$ cat src/rtl/add16_seq_arb.sv
// Two-port arbiter that streams WIDTH-bit add/sub through a shared
// 16-bit group-PG adder, one slice per cycle, with a rippled carry.
module add16_seq_arb #(
  parameter int WIDTH = 32,
  localparam int NS = WIDTH / 16
) (
  input  logic             clk,
  input  logic             rst_n,
  input  logic             req0_valid,
  output logic             req0_ready,
  input  logic [WIDTH-1:0] req0_a,
  input  logic [WIDTH-1:0] req0_b,
  input  logic             req0_sub,
  input  logic             req1_valid,
  output logic             req1_ready,
  input  logic [WIDTH-1:0] req1_a,
  input  logic [WIDTH-1:0] req1_b,
  input  logic             req1_sub,
  output logic             rsp_valid,
  input  logic             rsp_ready,
  output logic [WIDTH-1:0] rsp_sum,
  output logic             rsp_cout,
  output logic             rsp_ovf,
  output logic             rsp_id,
  output logic [15:0]      add_a,
  output logic [15:0]      add_b,
  output logic             add_cin,
  input  logic [15:0]      add_s,
  input  logic             add_pg,
  input  logic             add_gg
);

  localparam int CW = (NS > 1) ? $clog2(NS) : 1;

  typedef enum logic [1:0] {
    IDLE,
    RUN,
    DONE
  } state_t;

  state_t           r_state;
  logic [WIDTH-1:0] r_a;
  logic [WIDTH-1:0] r_b;
  logic [WIDTH-1:0] r_sum;
  logic [CW-1:0]    r_k;
  logic             r_carry;
  logic             r_last;
  logic             r_cout;
  logic             r_ovf;
  logic             r_id;

  logic             w_idle;
  logic             w_run;
  logic             w_g0;
  logic             w_g1;
  logic             w_c;
  logic             w_end;
  logic             w_sub;
  logic [WIDTH-1:0] w_opa;
  logic [WIDTH-1:0] w_opb;
  logic [15:0]      w_sa;
  logic [15:0]      w_sb;

  assign w_idle = (r_state == IDLE);
  assign w_run  = (r_state == RUN);

  // A tie goes to whoever did not win last time.
  assign w_g0 = w_idle & req0_valid & (~req1_valid | r_last);
  assign w_g1 = w_idle & req1_valid & (~req0_valid | ~r_last);

  assign req0_ready = w_g0;
  assign req1_ready = w_g1;

  assign w_opa = w_g1 ? req1_a : req0_a;
  assign w_opb = w_g1 ? req1_b : req0_b;
  assign w_sub = w_g1 ? req1_sub : req0_sub;

  assign w_sa = r_a[16*r_k +: 16];
  assign w_sb = r_b[16*r_k +: 16];

  assign add_a   = w_run ? w_sa : '0;
  assign add_b   = w_run ? w_sb : '0;
  assign add_cin = w_run & r_carry;

  assign w_c   = add_gg | (add_pg & r_carry);
  assign w_end = (r_k == CW'(NS - 1));

  assign rsp_valid = (r_state == DONE);
  assign rsp_sum   = r_sum;
  assign rsp_cout  = r_cout;
  assign rsp_ovf   = r_ovf;
  assign rsp_id    = r_id;

  always_ff @(posedge clk or negedge rst_n) begin
    if (!rst_n) begin
      r_state <= IDLE;
      r_a     <= '0;
      r_b     <= '0;
      r_sum   <= '0;
      r_k     <= '0;
      r_carry <= 1'b0;
      r_last  <= 1'b1;
      r_cout  <= 1'b0;
      r_ovf   <= 1'b0;
      r_id    <= 1'b0;
    end else begin
      case (r_state)
        IDLE: begin
          if (w_g0 | w_g1) begin
            r_a     <= w_opa;
            r_b     <= w_opb ^ {WIDTH{w_sub}};
            r_carry <= w_sub;
            r_id    <= w_g1;
            r_last  <= w_g1;
            r_k     <= '0;
            r_state <= RUN;
          end
        end
        RUN: begin
          r_sum[16*r_k +: 16] <= add_s;
          r_carry <= w_c;
          r_k     <= r_k + 1'b1;
          if (w_end) begin
            r_cout  <= w_c;
            r_ovf   <= (r_a[WIDTH-1] == r_b[WIDTH-1]) &
                       (add_s[15] != r_a[WIDTH-1]);
            r_state <= DONE;
          end
        end
        DONE: begin
          if (rsp_ready) r_state <= IDLE;
        end
        default: r_state <= IDLE;
      endcase
    end
  end

endmodule

$ cat config.mk
export PLATFORM = sky130hd
export DESIGN_NAME = add16_seq_arb
export DESIGN_NICKNAME = d
export VERILOG_FILES = /design/src/rtl/add16_seq_arb.sv
export SDC_FILE = /design/constraint.sdc
export NUM_CORES = 1
export LEC_CHECK = 0
export ABC_AREA = 1
export BUFFER_PORTS_ARGS = -buffer_cell sky130_fd_sc_hd__buf_2
export CAP_MARGIN = 10
export CORE_MARGIN = 5
export CORE_UTILIZATION = 40
export DETAILED_ROUTE_END_ITERATION = 7
export PLACE_DENSITY = 0.77
export SETUP_SLACK_MARGIN = 0.5
export SLEW_MARGIN = 5
export SYNTH_ARGS = -nofsm -noshare
export SYNTH_HDL_FRONTEND = slang
export SYNTH_SLANG_ARGS = --single-unit
$ cat constraint.sdc
create_clock -name clk -period 1.58 [get_ports clk]
set_input_delay 0.079 -clock clk [delete_from_list [all_inputs] [get_ports clk]]
set_output_delay 0.079 -clock clk [all_outputs]
set_load 0.05 [all_outputs]
[After elaboration in Yosys (flattened, before gate mapping)]
Index checks and enable logic that the tools add are counted.
Word-level totals
  register bits: 104
  input bits: 153
  output and inout port bits: 71
Cells by class
  add/subtract/negate cells: 2
  equality and inequality tests: 7
  shift operators: 4
  muxes and demuxes: 14
  bitwise gates (word level): 15
  reduce and logical (&&, ||, !) cells: 6
Operators by type and width (count)
  $mux W32: 2
  $shiftx A32 B6 Y16: 2
  $neg A5 Y34: 1
  $shift A16 B34 Y32 const A: 1
  $shiftx A16 B34 Y32: 1
  $bwmux W32: 1
  $mux W16: 2
  $xor A32 B32 Y32: 1
  $and A1 B1 Y1: 7
  $mux W2: 3
  $pmux W2 S3: 1
  $reduce_and A2 Y1: 3
  $ne A2 B1 Y1 const B: 2
  $or A1 B1 Y1: 4
  $pmux W1 S2: 2
  $mux W1: 3
  $not A1 Y1: 3
  $reduce_and A3 Y1: 1
  $eq A2 B1 Y1 const B: 1
  $eq A2 B2 Y1 const B: 1
  $logic_not A2 Y1: 1
  $ne A2 B2 Y1 const B: 1
  $reduce_bool A2 Y1: 1
  $add A1 B1 Y1 const B: 1
  2 further kinds: 2

[Depth between registers and ports, before layout]
  word-level depth: 6
  depth in mapped cells: 9
  mapped depth without buffers: 7

[Least setup slack after synthesis]
No wires, ideal clock.
  path type: register to output
  from: reg r_state[1]
  to: out add_a[15]
  arrival: 2029 ps
  setup slack: -528 ps
  stages on the path, launching flop included: 7
  path buffers: 1
  cells stage by stage: dfrtp_1 -> inv_1 -> nand2_2 -> nor2_1 -> inv_1 -> clkbuf_1 -> o21ai_0
Between the ends
  longest elaborated chain between the ends: 2
Ends and longest elaborated chain
  start: declaration: RTL line 41  | state_t r_state;
  start signal: assignment: RTL line 96  | r_state <= IDLE;
  start signal: assignment: RTL line 116  | r_state <= RUN;
  start signal: assignment: RTL line 127  | r_state <= DONE;
  $eq A2 B1 Y1: RTL line 65  | assign w_run = (r_state == RUN);
  $mux W16: RTL line 81  | assign add_a = w_run ? w_sa : '0;
  end: declaration: RTL line 25  | output logic [15:0] add_a,
No other way between the ends.

[Worst setup path after layout]
  from: reg r_state[1]
  to: out add_b[1]
Between the ends
  longest elaborated chain between the ends: 2
Ends and longest elaborated chain
  $eq A2 B1 Y1: RTL line 65
  $mux W16: RTL line 82  | assign add_b = w_run ? w_sb : '0;
  end: declaration: RTL line 26  | output logic [15:0] add_b,
No other way between the ends.

==> qor.txt <==
outcome = complete, but fails checks
failing checks = setup timing
# fillers = 1240
fin crit share = 1.04
IO Pins = 224
full die area = 18300 um2
synthesized instance count = 941
CTS tree = done
grt ovf = 0
initial core utilization = 0.410
H-Tree Depth = 3
r2r setup slk = -0.03 ns
Routed WL = 22500 um
clock latency on the worst-skew pair = 0.34 ns
Rows = 45
PortBufs = 223
count of yosys warnings during synthesis = 0
skew final = 0.00861 ns
Primary FF master, synth = dfrtp_1
Worst Max-Slew Pin Slew = 0.393 ns
TritonCTS buffer count = 9
fraction of layout cells with a size suffix above 1 = 0.345
first-pass iteration count of the detailed router = 5
DP Worst Slack = -0.0312 ns
die height = 135 um
Final Slew Violations = 0
first-pass GRT wire length = 32700 um
RePlAce Congestion = 0.830
fin crit period = 1.64 ns
CTS sink count = 104
#FFs+latches synth = 104
Post-Syn Area per Cell = 6.67 um2
PD cells = 2320 nW/um2
DRC Markers = 0
Crit Path Max Fanout = 8
Final setup viols = 46
Netlist cell types = 21
largest net degree at the start of global routing = 54
fmax = 611 MHz
Synth Cell Area = 6270 um2
maximum vdd drop = 0.00104 V
GR Util All Layers = 0.219
n_diodes = 0
slew margin rel. = 0.736
DR iter-0 viols = 440
Critical Path Sink Type = output port
Die X = 135 um
CTS Root Cell = clkbuf_16
crit path setup slack, layout = -0.0573 ns
Synth async-reset ratio = 1.00
P_leak = 5.28 nW
Arr. time, crit path = 1.56 ns
nets@finish = 1344
Longest Clk Path Bufs = 2
Worst setup SP type = register
Hold WC Path Type = in2reg
Post-synth EDFFs = 0
Min Hold Slack = 0.00162 ns
RSZ-0062 raised after global routing = true
Worst Path Required = 1.50 ns
vias in the first global route = 6577
CP Class = reg2out
antenna viol nets, final = 0
register clock-pin slew on the reported worst setup and hold paths = 0.07 ns
final hold vios = 0
initial antenna violation count = 0
net count after synthesis = 1094
Wirelength per Cell = 16.0 um
Vias = 7163
Core Region = 15300 um2
Layout area overhead = 60.3%
max_cap viols = 0
register area share after synthesis = 0.415
Via density = 5.09
post-DP HPWL = 14800 um
-- layout make-up --
type / count / area, um2 / share of cell area
clock buffers: 9 / 225 / 0.0224
inverters: 92 / 365 / 0.0363
multi-input cells: 674 / 3720 / 0.370
well taps: 211 / 264 / 0.0263
clock inverters: 7 / 53.8 / 0.00535
repair buffers: 310 / 2820 / 0.281
flip-flops and latches: 104 / 2610 / 0.259
-- power by group --
part / total [mW] / switching [mW] / internal [mW]
Clock: 2.10 / 1.02 / 1.08
Sequential: 4.95 / 0.918 / 4.04
Combinational: 16.3 / 9.82 / 6.46
-- worst max-delay path: stages, from the launching register on --
cell     delay, ns
dfrtp_1       0.43
inv_2         0.13
nand2_8       0.12
buf_16        0.18
a21oi_4       0.16
buf_6         0.18
-- sequential cells by signal, summed over array words and instances, names as in the netlist --
signal,count
r_b,32
rsp_ovf,1
r_carry,1
r_k,1
r_state,2
rsp_id,1
rsp_sum,32
rsp_cout,1
r_last,1
r_a,32
-- final timing paths --
path                       cells after the start                       to              startpoint
max in group asynchronous                      3   rsp_sum[0]$_DFFE_PN0P_                   rst_n
min                                            3  rsp_sum[20]$_DFFE_PN0P_                add_s[4]
max reg2reg                                   10      r_a[14]$_DFFE_PN0P_  r_state[0]$_DFFE_PN0P_
max                                            5                 add_b[1]  r_state[1]$_DFFE_PN0P_
min in group asynchronous                      2      r_a[23]$_DFFE_PN0P_                   rst_n
min reg2reg                                    2     rsp_cout$_DFFE_PN0P_    rsp_cout$_DFFE_PN0P_
-- layer usage --
layer	wire length [um]	global-route usage
met2	11100	0.365
met4	367	0.0543
met3	1520	0.0301
met5	0	0
met1	9500	0.301
-- kinds of logic (layout without fill, tap and decap cells) --
logic type             count (synthesis)  count (layout)  synth area share
AND/OR/NAND/NOR                      569             569             0.382
AO/OA/AOI/OAI                        105             105            0.0977
buffers and inverters                163             418             0.105
flip-flops                           104             104             0.415
-- cell usage in the layout, fill, tap and decap left out, drive strengths merged, types with 2 or more instances in the layout --
cell type	synthesis	final
a21oi	33	33
buf	46	272
clkbuf	25	38
clkinv	0	3
clkinvlp	0	3
dfrtp	103	103
dlygate4sd3	0	8
inv	92	93
nand2	431	431
nand3	68	68
nand4	66	66
nor2	4	4
o21a	31	31
o21ai	37	37
o31ai	2	2
-- synth_stat cells, types with 2 or more instances --
cell | instances | area, um2
a21oi_1 | 33 | 165
buf_1 | 12 | 45.0
buf_2 | 32 | 160
buf_4 | 2 | 15.0
clkbuf_1 | 25 | 93.8
dfrtp_1 | 103 | 2580
inv_1 | 89 | 334
inv_2 | 3 | 11.3
nand2_1 | 430 | 1610
nand3_1 | 68 | 340
nand4_1 | 66 | 413
nor2_1 | 3 | 11.3
o21a_1 | 31 | 233
o21ai_0 | 36 | 180
o31ai_1 | 2 | 15.0
-- metrics by stage --
step | TNS, ns | power (mW) | instances | area [um2] | util
4_1_cts | -0.303 | 21.5 | 1382 | 9390 | 0.613
5_1_grt | -7.04 | 24.6 | 1407 | 10100 | 0.657
6_report | -0.919 | 23.3 | 1407 | 10100 | 0.657
2_1_floorplan | 0 | 14.6 | 941 | 7040 | -
3_5_place_dp | -0.244 | 17.8 | 1347 | 8500 | 0.555
3_3_place_gp | 0 | 17.6 | 1347 | 8500 | 0.555
-- repair_timing --
action                                 4_1_cts  5_1_grt
gates resized for setup                    117       63
cloned                                       3       18
buffers inserted                             9        6
setup endpoints to repair                  139      154
hold buffers                                 7        1
endpoints found under the hold margin       32        1
pin swaps                                    8        5
No activity file was read; power rests on OpenSTA's default activity.
